**src/rtl/imm_decode_stage_pkg.sv**
```systemverilog
// Shared RISC-V opcode and immediate-format definitions.
// Used by fetch/decode stages that handle raw instruction words.
package imm_decode_stage_pkg;

  localparam logic [4:0] OPC_LOAD_5     = 5'b00000;
  localparam logic [4:0] OPC_MISC_MEM_5 = 5'b00011;
  localparam logic [4:0] OPC_OP_IMM_5   = 5'b00100;
  localparam logic [4:0] OPC_AUIPC_5    = 5'b00101;
  localparam logic [4:0] OPC_STORE_5    = 5'b01000;
  localparam logic [4:0] OPC_OP_5       = 5'b01100;
  localparam logic [4:0] OPC_LUI_5      = 5'b01101;
  localparam logic [4:0] OPC_BRANCH_5   = 5'b11000;
  localparam logic [4:0] OPC_JALR_5     = 5'b11001;
  localparam logic [4:0] OPC_JAL_5      = 5'b11011;
  localparam logic [4:0] OPC_SYSTEM_5   = 5'b11100;

  localparam logic [2:0] F3_SLL = 3'b001;
  localparam logic [2:0] F3_SRX = 3'b101;

  localparam logic [2:0] IMM_FMT_NONE  = 3'd0;
  localparam logic [2:0] IMM_FMT_I     = 3'd1;
  localparam logic [2:0] IMM_FMT_S     = 3'd2;
  localparam logic [2:0] IMM_FMT_B     = 3'd3;
  localparam logic [2:0] IMM_FMT_U     = 3'd4;
  localparam logic [2:0] IMM_FMT_J     = 3'd5;
  localparam logic [2:0] IMM_FMT_SHAMT = 3'd6;
  localparam logic [2:0] IMM_FMT_CSRZ  = 3'd7;

endpackage

```
**src/rtl/imm_decode_stage_if.sv**
```systemverilog
// Valid/ready bundle between fetch and the immediate decode stage.
// master = producer/consumer side, slave = the stage.
interface imm_decode_stage_if #(
  parameter int XLEN  = 32,
  parameter int TAG_W = 32
);
  logic             in_valid;
  logic             in_ready;
  logic [31:0]      in_inst;
  logic [TAG_W-1:0] in_tag;
  logic             out_valid;
  logic             out_ready;
  logic [XLEN-1:0]  out_imm;
  logic [2:0]       out_fmt;
  logic             out_illegal;
  logic [TAG_W-1:0] out_tag;

  modport master (
    output in_valid, in_inst, in_tag, out_ready,
    input  in_ready, out_valid, out_imm, out_fmt,
    input  out_illegal, out_tag
  );

  modport slave (
    input  in_valid, in_inst, in_tag, out_ready,
    output in_ready, out_valid, out_imm, out_fmt,
    output out_illegal, out_tag
  );
endinterface

```
**src/rtl/imm_decode_stage_extract.sv**
```systemverilog
// Combinational immediate extraction from a 32-bit instruction word.
// Every input pattern maps to a defined (imm, fmt, illegal) triple.
module imm_extract
  import imm_decode_stage_pkg::*;
#(
  parameter int XLEN = 32
) (
  input  logic [31:0]     inst,
  output logic [XLEN-1:0] imm,
  output logic [2:0]      fmt,
  output logic            illegal
);
  logic [4:0] opc;
  logic [2:0] f3;
  logic       ok, is_shf;
  logic       is_i, is_sh, is_s, is_b;
  logic       is_u, is_j, is_csrz, is_none;
  logic [5:0] sh;

  logic signed [11:0] i_imm, s_imm;
  logic signed [12:0] b_imm;
  logic signed [20:0] j_imm;
  logic signed [31:0] u_imm;

  assign opc = inst[6:2];
  assign f3  = inst[14:12];
  assign ok  = inst[1:0] == 2'b11;

  assign is_shf = f3 == F3_SLL || f3 == F3_SRX;

  assign is_i = ok && (opc == OPC_JALR_5 ||
                opc == OPC_LOAD_5 ||
                (opc == OPC_OP_IMM_5 && !is_shf));
  assign is_sh = ok && opc == OPC_OP_IMM_5 && is_shf;
  assign is_s  = ok && opc == OPC_STORE_5;
  assign is_b  = ok && opc == OPC_BRANCH_5;
  assign is_j  = ok && opc == OPC_JAL_5;
  assign is_u  = ok && (opc == OPC_LUI_5 ||
                 opc == OPC_AUIPC_5);
  assign is_csrz = ok && opc == OPC_SYSTEM_5 && f3[2];
  assign is_none = ok && (opc == OPC_OP_5 ||
                   opc == OPC_MISC_MEM_5 ||
                   (opc == OPC_SYSTEM_5 && !f3[2]));

  assign i_imm = inst[31:20];
  assign s_imm = {inst[31:25], inst[11:7]};
  assign b_imm = {inst[31], inst[7], inst[30:25],
                  inst[11:8], 1'b0};
  assign j_imm = {inst[31], inst[19:12], inst[20],
                  inst[30:21], 1'b0};
  assign u_imm = {inst[31:12], 12'b0};

  // RV64 shifts carry a 6-bit amount; inst[30] is the SRA select.
  assign sh = (XLEN == 64) ? inst[25:20]
                           : {1'b0, inst[24:20]};

  always_comb begin
    imm     = '0;
    fmt     = IMM_FMT_NONE;
    illegal = 1'b0;
    unique case (1'b1)
      is_i: begin
        imm = XLEN'(i_imm);
        fmt = IMM_FMT_I;
      end
      is_sh: begin
        imm = XLEN'(sh);
        fmt = IMM_FMT_SHAMT;
      end
      is_s: begin
        imm = XLEN'(s_imm);
        fmt = IMM_FMT_S;
      end
      is_b: begin
        imm = XLEN'(b_imm);
        fmt = IMM_FMT_B;
      end
      is_u: begin
        imm = XLEN'(u_imm);
        fmt = IMM_FMT_U;
      end
      is_j: begin
        imm = XLEN'(j_imm);
        fmt = IMM_FMT_J;
      end
      is_csrz: begin
        imm = XLEN'(inst[19:15]);
        fmt = IMM_FMT_CSRZ;
      end
      is_none: illegal = 1'b0;
      default: illegal = 1'b1;
    endcase
  end
endmodule

```
**src/rtl/imm_decode_stage.sv**
```systemverilog
// Registered immediate decode stage with optional 2-entry skid buffer.
// Flush drops every buffered beat; reset clears data as well.
module imm_decode_stage
  import imm_decode_stage_pkg::*;
#(
  parameter int XLEN  = 32,
  parameter int SKID  = 1,
  parameter int TAG_W = 32
) (
  input logic clk,
  input logic rst,
  input logic flush,
  imm_decode_stage_if.slave io
);
  localparam int W = XLEN + 4 + TAG_W;

  logic [XLEN-1:0] x_imm;
  logic [2:0]      x_fmt;
  logic            x_ill;
  logic [W-1:0]    nbeat, obeat;
  logic            ov, rdy, acc, emit;

  imm_extract #(.XLEN(XLEN)) u_ext (
    .inst    (io.in_inst),
    .imm     (x_imm),
    .fmt     (x_fmt),
    .illegal (x_ill)
  );

  assign nbeat = {x_imm, x_fmt, x_ill, io.in_tag};
  assign acc   = io.in_valid && rdy;
  assign emit  = ov && io.out_ready;

  assign io.in_ready  = rdy;
  assign io.out_valid = ov;
  assign {io.out_imm, io.out_fmt,
          io.out_illegal, io.out_tag} = obeat;

  if (SKID != 0) begin : g_skid
    logic         sv;
    logic [W-1:0] sbeat;

    // Ready only depends on state, so out_ready never reaches in_ready.
    assign rdy = !sv;

    always_ff @(posedge clk or posedge rst) begin
      if (rst) begin
        ov    <= 1'b0;
        obeat <= '0;
        sv    <= 1'b0;
        sbeat <= '0;
      end else if (flush) begin
        ov <= 1'b0;
        sv <= 1'b0;
      end else if (sv) begin
        if (emit) begin
          obeat <= sbeat;
          sv    <= 1'b0;
        end
      end else if (acc) begin
        if (!ov || emit) begin
          obeat <= nbeat;
          ov    <= 1'b1;
        end else begin
          sbeat <= nbeat;
          sv    <= 1'b1;
        end
      end else if (emit) begin
        ov <= 1'b0;
      end
    end
  end else begin : g_noskid
    assign rdy = !ov || io.out_ready;

    always_ff @(posedge clk or posedge rst) begin
      if (rst) begin
        ov    <= 1'b0;
        obeat <= '0;
      end else if (flush) begin
        ov <= 1'b0;
      end else if (acc) begin
        obeat <= nbeat;
        ov    <= 1'b1;
      end else if (emit) begin
        ov <= 1'b0;
      end
    end
  end
endmodule

```
**src/flat_wrapper.sv**
```systemverilog
// flat-port wrapper written by rule: the top's interface ports become plain ports
module imm_decode_stage_flat import imm_decode_stage_pkg::*;
#(
  parameter int XLEN  = 32,
  parameter int SKID  = 1,
  parameter int TAG_W = 32
)
  (clk, rst, flush, io_in_valid, io_in_inst, io_in_tag, io_out_ready, io_in_ready, io_out_valid, io_out_imm, io_out_fmt, io_out_illegal, io_out_tag);
  imm_decode_stage_if #(.XLEN(XLEN), .TAG_W(TAG_W)) io_i ();
  input logic clk;
  input logic rst;
  input logic flush;
  input wire logic [$bits(io_i.in_valid)-1:0] io_in_valid;
  input wire logic [$bits(io_i.in_inst)-1:0] io_in_inst;
  input wire logic [$bits(io_i.in_tag)-1:0] io_in_tag;
  input wire logic [$bits(io_i.out_ready)-1:0] io_out_ready;
  output wire logic [$bits(io_i.in_ready)-1:0] io_in_ready;
  output wire logic [$bits(io_i.out_valid)-1:0] io_out_valid;
  output wire logic [$bits(io_i.out_imm)-1:0] io_out_imm;
  output wire logic [$bits(io_i.out_fmt)-1:0] io_out_fmt;
  output wire logic [$bits(io_i.out_illegal)-1:0] io_out_illegal;
  output wire logic [$bits(io_i.out_tag)-1:0] io_out_tag;
  assign io_i.in_valid = io_in_valid;
  assign io_i.in_inst = io_in_inst;
  assign io_i.in_tag = io_in_tag;
  assign io_i.out_ready = io_out_ready;
  assign io_in_ready = io_i.in_ready;
  assign io_out_valid = io_i.out_valid;
  assign io_out_imm = io_i.out_imm;
  assign io_out_fmt = io_i.out_fmt;
  assign io_out_illegal = io_i.out_illegal;
  assign io_out_tag = io_i.out_tag;
  imm_decode_stage #(.XLEN(XLEN), .SKID(SKID), .TAG_W(TAG_W)) u_core (.clk(clk), .rst(rst), .flush(flush), .io(io_i));
endmodule
```
**config.mk**
```make
export PLATFORM = sky130hd
export DESIGN_NAME = imm_decode_stage_flat
export DESIGN_NICKNAME = d
export VERILOG_FILES = /design/src/rtl/imm_decode_stage_pkg.sv /design/src/rtl/imm_decode_stage_if.sv /design/src/rtl/imm_decode_stage_extract.sv /design/src/rtl/imm_decode_stage.sv /design/src/flat_wrapper.sv
export SDC_FILE = /design/constraint.sdc
export NUM_CORES = 1
export LEC_CHECK = 0
export ABC_AREA = 1
export CORE_AREA = 2 2 131 133
export CTS_CLUSTER_SIZE = 14
export DETAILED_ROUTE_END_ITERATION = 8
export DIE_AREA = 0 0 133 135
export PLACE_DENSITY = 0.7
export REMOVE_ABC_BUFFERS = 1
export SLEW_MARGIN = 40
export SYNTH_ARGS = -nofsm -noshare
export SYNTH_HDL_FRONTEND = slang
export SYNTH_HIERARCHICAL = 1
export SYNTH_SLANG_ARGS = --single-unit
```
**constraint.sdc**
```tcl
create_clock -name clk -period 4.7 [get_ports clk]
set_input_delay 0.94 -clock clk [delete_from_list [all_inputs] [get_ports clk]]
set_output_delay 0.94 -clock clk [all_outputs]
set_load 0.01 [all_outputs]
```
Word-level counts from Yosys, hierarchy flattened --
Cells that the tools add are included.
Storage, ports and cells: output and inout port bits 70, word-level logic and storage cells 73, register bits 138
Cells by class: reduce and logical (&&, ||, !) cells 33, bitwise operators 3, equality and inequality tests 16, mux-type cells 17
Operators by type and width (number):
- 68-bit two-way mux | 4
- 32-bit one-hot mux with 7 select lines | 1
- 3-bit one-hot mux with 7 select lines | 1
- 5-bit == test, second input constant | 4
- 5-bit by 4-bit == test with 1-bit output, second input constant | 3
- 1-bit logical AND | 14
- 1-bit two-way mux | 11
- 5-bit by 3-bit == test with 1-bit output, second input constant | 2
- 4-bit AND reduction | 2
- 8-bit OR reduction | 1
- 1-bit logical OR | 7
- 5-bit by 2-bit == test with 1-bit output, second input constant | 1
- 5-bit logical NOT | 1
- 1-bit logical NOT | 4
- 2-bit nonzero test | 2
- 3-bit by 1-bit == test with 1-bit output, second input constant | 1
- 3-bit == test, second input constant | 1
- 3-bit != test, second input constant | 1
- 1-bit NOT | 3
- 3-bit AND reduction | 1
- 3-bit nonzero test | 1
- 2-bit == test, second input constant | 1
- 2-bit by 1-bit != test with 1-bit output, second input constant | 1
- 2-bit != test, second input constant | 1

Depth between registers and ports, before layout --
Gate-level depths: netlist of the first run.
depth after elaboration 11, gate-level depth with buffers 13

By module --
Netlist of the first run, hierarchy kept.
Modules (own cells, without submodules):
- imm_decode_stage | seq. area each 3453.3 um^2, cells each 750, times used 1, area each 6092.1 um^2
- imm_extract | seq. area each 0.0 um^2, cells each 251, times used 1, area each 1173.6 um^2

Least setup slack after synthesis of the first run --
Ideal clock, no wire load.
path kind input port to flip-flop, start input io_in_inst[0], end register u_core.obeat[67], slack 2557 ps, buffers on the path 1, setup time 66 ps, arrival 2077 ps, data required time 4634 ps, cell stages on the path 13, cells stage by stage nand2_1 -> inv_1 -> nand2_1 -> nor2_1 -> nor2_4 -> nand2_4 -> nand2_2 -> buf_6 -> nand3_1 -> inv_1 -> o21ai_0 -> nand3_1 -> nand2_1
Between the ends: cells in the longest elaborated chain, start to end 7, elaborated cells on any way between the ends 14
RTL lines:
- start: declaration | RTL line flat_wrapper.sv:14 | input wire logic [$bits(io_i.in_inst)-1:0] io_in_inst;
- 2-bit == test * | RTL line imm_decode_stage_extract.sv:27 | assign ok = inst[1:0] == 2'b11;
- 1-bit logical AND (on tied branches) (2 in series) | RTL line imm_decode_stage_extract.sv:40, imm_decode_stage_extract.sv:34
- 32-bit one-hot mux with 7 select lines * | RTL line imm_decode_stage_extract.sv:61 | unique case (1'b1)
- net u_core.x_imm[31] | RTL line imm_decode_stage.sv:17 | logic [XLEN-1:0] x_imm;
- 68-bit two-way mux * | RTL line imm_decode_stage.sv:61 | if (!ov || emit) begin
- 68-bit two-way mux * | RTL line imm_decode_stage.sv:60 | end else if (acc) begin
- 68-bit two-way mux * | RTL line imm_decode_stage.sv:55 | end else if (sv) begin
- end signal: assignment | RTL line imm_decode_stage.sv:57 | obeat <= sbeat;
- end signal: assignment | RTL line imm_decode_stage.sv:62 | obeat <= nbeat;
- end: declaration | RTL line imm_decode_stage.sv:20 | logic [W-1:0] nbeat, obeat;
Mark *: on every way through the listed nets, which the timed path passes. The rest lies on a longest branch. The select of a mux whose other input is x is not followed. A chain may end at the register's enable or synchronous reset.

Final worst setup path of the first run --
start input io_in_inst[6], end register u_core.obeat[57]
Between the ends: cells in the longest elaborated chain, start to end 8, elaborated cells on any way between the ends 26
RTL lines:
- 5-bit == test, or another cell as far along | RTL line imm_decode_stage_extract.sv:31 | assign is_i = ok && (opc == OPC_JALR_5 ||
- 1-bit logical OR or 1-bit logical AND (tied branches) | RTL line imm_decode_stage_extract.sv:31, imm_decode_stage_extract.sv:33
- 1-bit logical OR | RTL line imm_decode_stage_extract.sv:32 | opc == OPC_LOAD_5 ||
- 1-bit logical AND | RTL line imm_decode_stage_extract.sv:31
- 32-bit one-hot mux with 7 select lines * | RTL line imm_decode_stage_extract.sv:61
- net u_core.x_imm[21] | RTL line imm_decode_stage.sv:17
- 68-bit two-way mux * | RTL line imm_decode_stage.sv:61
- 68-bit two-way mux * | RTL line imm_decode_stage.sv:60
- 68-bit two-way mux * | RTL line imm_decode_stage.sv:55
Marks and branches as above.

==> summary.md, run 1 <==
| Metric | Value |
|---|---|
| Most frequent cells after synthesis | nand2_1, dfrtp_1, o21ai_0 |
| Drt wl/cell | 13.8 µm |
| Core box area | 0.0164 mm² |
| Hold Crit Start | u_core/obeat[18] |
| Outcome | finished, final reports clean |
| Number of antenna violations at the first check in global routing | 0 |
| Yosys reg bits | 138 |
| Startpoint types | primary input |
| Worst rel slew slack | 45.7% |
| Avg Synthesized Cell Area | 7.26 µm² |
| Die Width | 133 µm |
| CTS Hold Buffers Added | 0 |
| Via count | 6,614 |
| EDFF count, synth | 0 |
| Final Skew | 0.0139 ns |
| Postcts setup bufs | 0 |
| Cell row count | 47 |
| Yosys warning count | 6 |
| Vias/cell | 4.94 |
| Asr flop ratio synth | 100% |
| Starting Density | 44.3% |
| Cell family with most CP delay | simple AND/OR/NAND/NOR gates |
| Cells along the critical path | clkdlybuf4s50_1, inv_2, nor2_2, nand2_2, nor2_2, nor2_1, nand3_1, inv_1, o21ai_0, nand3_1, nand2_1 |
| Layout cell share with drive strength beyond 1 | 5.37% |
| Worst-path clk slew | 0.06 ns |
| Post-DP HPWL | 11.7 mm |
| Num ports | 139 |
| Worst path slowest cell | clkdlybuf4s50_1 |
| Largest family of logic cells by synthesized area | simple AND/OR/NAND/NOR gates |
| Htree depth | 4 |
| CTS resizes | 0 |
| Routability cong. | 0.956 |
| Clk buf depth | 2 |
| CP Launch Point | io_in_inst[6] |
| Maximum VDD drop | 0.000249 V |
| Global route overflow | 0 |
| Top cell type's share of synthesized area | 47.5% |
| Mux contribution to synthesized area | 0% |
| Netlist cell types | 24 |
| Post-synthesis cell count | 1,001 |
| IO buf count | 138 |
| Count of pins over their slew limit | 0 |
| Clk root buf | clkbuf_16 |
| Period utilization | 58.9% |
| Total GRT Usage | 21.5% |
| Largest fanout on the critical path | 18 |
| DRC Markers | 0 |
| Crit path DAT | 3.13 ns |
| Pwr dens | 362 mW/mm² |
| LEAKAGE | 4.61 nW |
| Die area | 0.0180 mm² |
| Compound-Gate Fraction of Synth Area | 10.4% |
| R2r setup slk | 2.62 ns |
| Die Y | 135 µm |
| Routed Antenna Nets | 0 |
| Post-synthesis adder-cell area fraction | 0% |
| Max Cap Violations | 0 |
| First-pass GRT wire length | 31.1 mm |
| Simple-Gate Fraction of Synth Area | 31.9% |
| WS Path Type | in2reg |
| RSZ-0062 raised after global routing | false |
| Overall Power | 3.36 mW |
| Initial DRT Pass Iterations | 4 |
| Vias in the first global route | 6,206 |
| Fmax | 0.361 GHz |
| Routed WL | 18.5 mm |
| Worst path bufs/invs | 3 |
| Type of destination of the critical path | register |
| Layout Utilization | 56.5% |
| CTS Buf Count | 17 |
| Synth Area in XOR/XNOR | 0% |
| Seq/Total Area, Yosys | 47.5% |
| Ys flop type | dfrtp_1 |
| Worst-margin pin slew | 0.815 ns |
| CP max stage delay | 0.66 ns |
| Pin count of the biggest net entering global routing | 138 |
| Layout net count | 1,174 |
| Area contributors post-synth | dfrtp_1, nand2_1, o21ai_0 |
| Setup tns final | 0 ns |
| Count leader, synth | nand2_1 |
| R2r startpoint | u_core/g_skid.sv |
| First DRT Iteration DRCs | 598 |
| CTS sink count | 138 |
| Worst Path Required | 5.06 ns |
| Fin crit period | 2.77 ns |
| Synth area leader | dfrtp_1 |
| Post-Synthesis Cell Area | 0.00727 mm² |
| Setup-failing EPs final | 0 |
| CTS tree | built |
| Worst hold path type | reg2reg |
| Worst skew pair latency | 0.42 ns |
| N_diodes | 0 |
| Layout area overhead | 27.7% |
| Final Hold Viols | 0 |
layout by cell type, fill, tap and decap left out, types with 6 or more instances in the layout:
cell             instances
nand2_1                347
clkdlybuf4s50_1        138
dfrtp_1                137
o21ai_0                136
nand3_1                130
inv_1                  102
nor2_1                  52
clkbuf_16               17
buf_4                    8
nand2_2                  6
flip-flops by register name (all words and copies together), names as in the netlist:
| signal | cells |
|---|---|
| u_core/g_skid.sbeat | 68 |
| u_core/g_skid.sv | 1 |
| u_core/io.out_valid | 1 |
| u_core/obeat | 68 |
final timing paths:
path,endpoint,depth (start not counted)
min in group asynchronous,u_core/g_skid.sbeat[25],2
max,u_core/obeat[57],11
max in group asynchronous,u_core/g_skid.sv,3
max reg2reg,u_core/obeat[32],5
min,u_core/obeat[18],2
min reg2reg,u_core/obeat[18],2
final cells by class:
class,instances,area [µm²]
Multi-Input combinational cell,696,3070
Sequential cell,138,3460
Inverter,105,402
Clock buffer,20,437
Fill cell,1579,7130
Clock inverter,12,173
Timing Repair Buffer,147,1460
Tap cell,220,275
stage by stage:
step / setup WS (ns) / hold slack (ns) / cells / area, µm²
global placement: 1.56 / 0.452 / 1306 / 8660
finish: 1.93 / 0.464 / 1338 / 9280
detailed placement: 1.52 / 0.457 / 1306 / 8670
CTS: 1.96 / 0.471 / 1338 / 9280
global route: 1.66 / 0.490 / 1338 / 9280
floorplan: -0.429 / 0.453 / 939 / 6920
logic make-up after synthesis:
| group | count (synthesis) |
|---|---|
| compound gates | 145 |
| simple gates | 551 |
| buf+inv | 167 |
| flops | 138 |
metal layers:
layer,track usage (%),vias up,routed length [µm]
li1,-,3357,-
met4,6.45,0,260
met5,0,-,0
met2,33.3,208,8270
met3,5.03,23,1280
met1,30.1,3026,8650
worst min-delay path, delay by kind of cell (launching register included):
family | cells | cell delay, ns
AND/OR/NAND/NOR | 2 | 0.09
flip-flops | 1 | 0.34
report_power, final:
part	total (mW)	switching [mW]	internal (mW)
Sequential	1.43	0.0849	1.34
Clock	1.39	0.509	0.886
Combinational	0.536	0.281	0.255
(Power assumes the default switching activity.)
==> run 2: changes to the inputs <==
- clock period: 4.7 -> 2.3 ns (I/O delays scaled with it)
==> summary.md, run 2 (same netlist as run 1, synthesis figures left out) <==
| Metric | Value |
|---|---|
| CP max stage delay | 0.48 ns (-0.18 ns) |
| CTS Buf Count | 17 (unchanged) |
| Cell Count, Final, Fillers Out | 1,370 (+2.4%) |
| Cell row count | 47 (unchanged) |
| DP Cell Count | 1,339 (+2.5%) |
| Htree depth | 4 (unchanged) |
| CTS resizes | 0 (unchanged) |
| Largest fanout on the critical path | 7 (-11) |
| Maximum VDD drop | 0.000462 V (+85%) |
| DRC Markers | 0 (unchanged) |
| Layout area overhead | 31.5% |
| CTS sink count | 138 (unchanged) |
| Clk buf depth | 2 (unchanged) |
| Initial DRT Pass Iterations | 4 (unchanged) |
| Part of the power in registers | 44.6% (+2.1 points) |
| N_diodes | 0 (unchanged) |
| Cells along the critical path | clkdlybuf4s50_1, inv_1, nand2_1, buf_4, nor2_2, nand2_1, a21boi_0, inv_1, nand3_1, inv_1, o21ai_0, nand3_1, nand2_1 |
| Overall Power | 6.51 mW (+94%) |
| Total GRT Usage | 21.4% (-0.11 points) |
| Starting Density | 44.3% (unchanged) |
| Setup-failing EPs final | 0 (unchanged) |
| Sw Ratio | 28.2% (+2.1 points) |
| Outcome | finished, final reports clean |
| Type of destination of the critical path | register |
| Pwr dens | 681 mW/mm² (+88%) |
| Top flop regs | u_core/g_skid.sbeat: 68 flops, u_core/obeat: 68 flops |
| CTS tree | built |
| Core box area | 0.0164 mm² (unchanged) |
| Count of pins over their slew limit | 0 (unchanged) |
| Final Skew | 0.00626 ns (-0.00766 ns) |
| Pin count of the biggest net entering global routing | 90 (-35%) |
| Worst-margin pin slew | 0.730 ns (-0.0853 ns) |
| Routed Antenna Nets | 0 (unchanged) |
| Period utilization | 90.9% |
| Via count | 6,699 (+1.3%) |
| Die area | 0.0180 mm² (unchanged) |
| Most frequent cells in the layout | nand2_1, clkdlybuf4s50_1, dfrtp_1 |
| Worst rel slew slack | 51.3% (+5.7 points) |
| Worst skew pair latency | 0.42 ns (about the same) |
| Worst-path clk slew | 0.06 ns (about the same) |
| Post-DP HPWL | 12.6 mm (+7.0%) |
| Drt wl/cell | 13.6 µm (-1.4%) |
| WS Path Type | in2reg |
| Num ports | 139 (unchanged) |
| First DRT Iteration DRCs | 305 (-49%) |
| Clock share of power | 37.7% (-3.8 points) |
| Final Hold Viols | 0 (unchanged) |
| Die Width | 133 µm (unchanged) |
| Worst R2R Path Depth | 4 (-1) |
| Worst R2R End | u_core/obeat[38] |
| LEAKAGE | 4.76 nW (+3.4%) |
| Worst hold path type | in2async |
| Global route overflow | 0 (unchanged) |
| First-pass GRT wire length | 30.8 mm (-0.98%) |
| CTS Hold Buffers Added | 0 (unchanged) |
| P_sw | 1.83 mW (+110%) |
| Layout net count | 1,207 (+2.8%) |
| Startpoint types | primary input |
| Pint | 4.67 mW (+88%) |
| Most common cell after layout, fill and taps aside | nand2_1 |
| Worst Path Required | 2.65 ns (-2.41 ns) |
| Vias in the first global route | 6,256 (+0.81%) |
| Fmax | 0.478 GHz |
| Power share of the combinational group | 17.7% (+1.7 points) |
| Vias/cell | 4.89 (-1.1%) |
| Worst path slowest cell | clkdlybuf4s50_1 |
| IO buf count | 138 (unchanged) |
| Fin crit period | 2.09 ns |
| R2r setup slk | 0.69 ns (-1.93 ns) |
| R2r startpoint | u_core/g_skid.sv |
| Die Y | 135 µm (unchanged) |
| Number of antenna violations at the first check in global routing | 0 (unchanged) |
| Routability cong. | 0.946 (-1.1%) |
| Layout cell share with drive strength beyond 1 | 8.26% (+2.9 points) |
| RSZ-0062 raised after global routing | false |
| Max Cap Violations | 0 (unchanged) |
| Postcts setup bufs | 0 (unchanged) |
| Clk root buf | clkbuf_16 |
| Routed WL | 18.6 mm (+0.97%) |
| Crit path DAT | 2.44 ns (-0.69 ns) |
[run 2: changes by cell type in the layout (fill, tap and decap cells not counted), sizes merged]
cell      delta
inv          +1
buf         +33
clkinvlp     +3
bufinv       -4
clkinv       +2
clkbuf       -3
[run 2: layout make-up]
| type | instances | area (µm²) |
|---|---|---|
| Tap cell | 220 | 275 |
| Fill cell | 1560 | 6860 |
| Timing Repair Buffer | 180 | 1820 |
| Sequential cell | 138 | 3460 |
| Clock inverter | 14 | 101 |
| Inverter | 105 | 399 |
| Multi-Input combinational cell | 696 | 3070 |
| Clock buffer | 17 | 425 |
[run 2: worst max-delay path by stage]
stage / from / endpoint / slack, ns / cells past startpoint
floorplan: u_core/g_skid.sv / u_core/g_skid.sbeat[0] / -2.83 / 3
finish: io_in_inst[2] / u_core/obeat[45] / 0.21 / 13
CTS: io_in_inst[2] / u_core/obeat[45] / 0.28 / 13
detailed placement: io_in_inst[2] / u_core/obeat[45] / -0.14 / 13
global placement: io_in_inst[2] / u_core/obeat[45] / -0.11 / 13
global route: io_in_inst[3] / u_core/obeat[44] / 0.06 / 13
[run 2: power by group through the flow]
stage / registers (mW) / logic (mW) / clock network (mW)
2_1_floorplan: 3.01 / 0.442 / 0
3_3_place_gp: 2.93 / 1.15 / 0
3_5_place_dp: 2.94 / 1.17 / 0
4_1_cts: 2.90 / 1.17 / 2.51
5_1_grt: 2.94 / 1.29 / 2.61
6_report: 2.90 / 1.15 / 2.45
[run 2: stage by stage]
stage	worst slack (ns)	cell area [µm²]	hold slack, ns	setup TNS (ns)	util, %
finish	0.210	9550	0.464	0	58.2
global route	0.0647	9550	0.492	0	58.2
CTS	0.275	9550	0.472	0	58.2
detailed placement	-0.137	9020	0.457	-2.93	55.0
global placement	-0.105	9020	0.452	-2.33	55.0
floorplan	-2.83	6920	0.453	-604.79	-
[run 2: worst max-delay path, delay by kind of cell]
family	cells	cell delay, ns
and+or+nand+nor	6	0.74
AOI/OAI and AO/OA	2	0.40
buffers and inverters	5	0.85
[run 2: routing by layer]
layer	up-vias	share of wire, %	track usage, %
met3	20	5.3	4.69
met1	3076	47	28.4
met4	0	1.5	7.41
li1	3433	-	-
met5	-	0	0
met2	170	47	34.8
==> run 3: changes to the inputs <==
- ABC_CLOCK_PERIOD_IN_PS: not set -> 2300
- RECOVER_POWER: not set -> 100
==> summary.md, run 3 (same netlist as run 1, synthesis figures left out) <==
| Metric | Value |
|---|---|
| Die area | 0.0180 mm² (unchanged) |
| Maximum VDD drop | 0.000460 V (-0.53%) |
| Final Skew | 0.00791 ns (+0.00165 ns) |
| Worst Setup EP | u_core/obeat[45] |
| WS Path Type | in2reg |
| Max Cap Violations | 0 (unchanged) |
| Largest fanout on the critical path | 7 (unchanged) |
| Routability cong. | 0.946 (unchanged) |
| Fin crit period | 2.10 ns (+0.00591 ns) |
| N_diodes | 0 (unchanged) |
| RSZ-0062 raised after global routing | false |
| Via count | 6,719 (+0.30%) |
| Starting Density | 44.3% (unchanged) |
| Outcome | finished, final reports clean |
| First DRT Iteration DRCs | 331 (+8.5%) |
| Clk root buf | clkbuf_16 |
| Die Width | 133 µm (unchanged) |
| Worst Path Required | 2.65 ns (about the same) |
| R2r setup slk | 0.47 ns (-0.22 ns) |
| Pin count of the biggest net entering global routing | 90 (unchanged) |
| FF/Latch Area | 0.00346 mm² (unchanged) |
| Layout cell share with drive strength beyond 1 | 8.00% (-0.26 points) |
| Total GRT Usage | 21.4% (unchanged) |
| Worst-path clk slew | 0.06 ns (about the same) |
| IO buf count | 138 (unchanged) |
| Number of antenna violations at the first check in global routing | 0 (unchanged) |
| Worst hold path type | reg2reg |
| Hold Crit Start | u_core/obeat[49] |
| CTS resizes | 0 (unchanged) |
| CTS sink count | 138 (unchanged) |
| Worst rel slew slack | 25.5% (-26 points) |
| Vias/cell | 4.90 (+0.30%) |
| Count of pins over their slew limit | 0 (unchanged) |
| Drt wl/cell | 13.6 µm (+0.12%) |
| Layout area overhead | 30.4% |
| Layout fillers | 1,570 (+0.64%) |
| Clk buf depth | 2 (unchanged) |
| Initial DRT Pass Iterations | 5 (+1) |
| Most frequent cells in the layout | nand2_1, dfrtp_1, o21ai_0 |
| Worst R2R End | u_core/g_skid.sbeat[58] |
| Cell row count | 47 (unchanged) |
| CP Launch Point | io_in_inst[2] |
| Period utilization | 91.1% (+0.26 points) |
| R2r startpoint | u_core/g_skid.sv |
| Hold Slack | 0.461 ns (-0.00316 ns) |
| Worst R2R Path Depth | 4 (unchanged) |
| Num ports | 139 (unchanged) |
| DRC Markers | 0 (unchanged) |
| DP Cell Count | 1,339 (unchanged) |
| Worst skew pair latency | 0.42 ns (about the same) |
| Crit path DAT | 2.45 ns (about the same) |
| Startpoint types | primary input |
| Pwr dens | 678 mW/mm² (-0.46%) |
| Overall Power | 6.42 mW (-1.3%) |
| Cell Count, Final, Fillers Out | 1,370 (unchanged) |
| Routed Antenna Nets | 0 (unchanged) |
| First-pass GRT wire length | 30.8 mm (unchanged) |
| Vias in the first global route | 6,256 (unchanged) |
| Postcts setup bufs | 0 (unchanged) |
| Dpl cell area | 0.00902 mm² (unchanged) |
| Post-DP HPWL | 12.6 mm (unchanged) |
| CTS Buf Count | 17 (unchanged) |
| Fmax | 0.477 GHz (-0.28%) |
| Global route overflow | 0 (unchanged) |
| Die Y | 135 µm (unchanged) |
| Core box area | 0.0164 mm² (unchanged) |
| Top flop regs | u_core/g_skid.sbeat: 68 flops, u_core/obeat: 68 flops |
| CTS Hold Buffers Added | 0 (unchanged) |
| Routed WL | 18.7 mm (+0.12%) |
| Setup tns final | 0 ns (unchanged) |
| Design Area, Final | 0.00948 mm² (-0.80%) |
| Multi-input logic area | 0.00306 mm² (-0.33%) |
| Setup-failing EPs final | 0 (unchanged) |
| Final Hold Viols | 0 (unchanged) |
| Htree depth | 4 (unchanged) |
| Most common cell after layout, fill and taps aside | nand2_1 |
| CTS tree | built |
| Type of destination of the critical path | register |
| Layout net count | 1,207 (unchanged) |
| Worst-margin pin slew | 1.12 ns (+0.386 ns) |
| LEAKAGE | 4.89 nW (+2.6%) |
run 3: worst min path at each step:
stage                                          to  slack [ns]  cells past startpoint
final                            u_core/obeat[49]        0.46                      2
after CTS                        u_core/obeat[56]        0.47                      2
after detailed placement         u_core/obeat[23]        0.46                      2
after global placement           u_core/obeat[49]        0.45                      2
after floorplan           u_core/g_skid.sbeat[40]        0.45                      2
after global routing             u_core/obeat[52]        0.49                      2
run 3: layout make-up:
| class | instances | share of cell area [%] |
|---|---|---|
| clock inverters | 14 | 1.07 |
| clock buffers | 17 | 4.49 |
| flip-flops and latches | 138 | 36.5 |
| inverters | 105 | 4.20 |
| repair buffers | 180 | 18.5 |
| well taps | 220 | 2.91 |
| multi-input cells | 696 | 32.3 |
run 3: power by group:
group	switching (mW)	internal (mW)	leakage (nW)	total [mW]
clock	1.08	1.37	0.247	2.45
sequential	0.153	2.74	1.82	2.89
combinational	0.586	0.495	2.82	1.08
total	1.82	4.61	4.89	6.42
run 3: through the flow:
step | worst slack, ns | util [%]
finish | 0.204 | 57.8
global route | 0.0614 | 57.8
CTS | 0.275 | 58.2
detailed placement | -0.137 | 55.0
global placement | -0.105 | 55.0
floorplan | -2.83 | -
run 3: worst max-delay path, stage by stage:
cell,delay [ns]
clkdlybuf4s50_1,0.48
inv_1,0.10
nand2_1,0.10
clkbuf_4,0.15
nor2_2,0.16
nand2_1,0.18
a21boi_0,0.24
inv_1,0.07
nand3_1,0.09
inv_1,0.05
o21ai_0,0.16
nand3_1,0.11
nand2_1,0.09
run 3: routing by layer:
layer,share of wire [%],vias to the layer above,global-route usage [%]
li1,-,3439,-
met1,46,3071,28.4
met2,47,188,34.8
met3,5.7,21,4.69
met4,1.6,0,7.41
met5,0,-,0
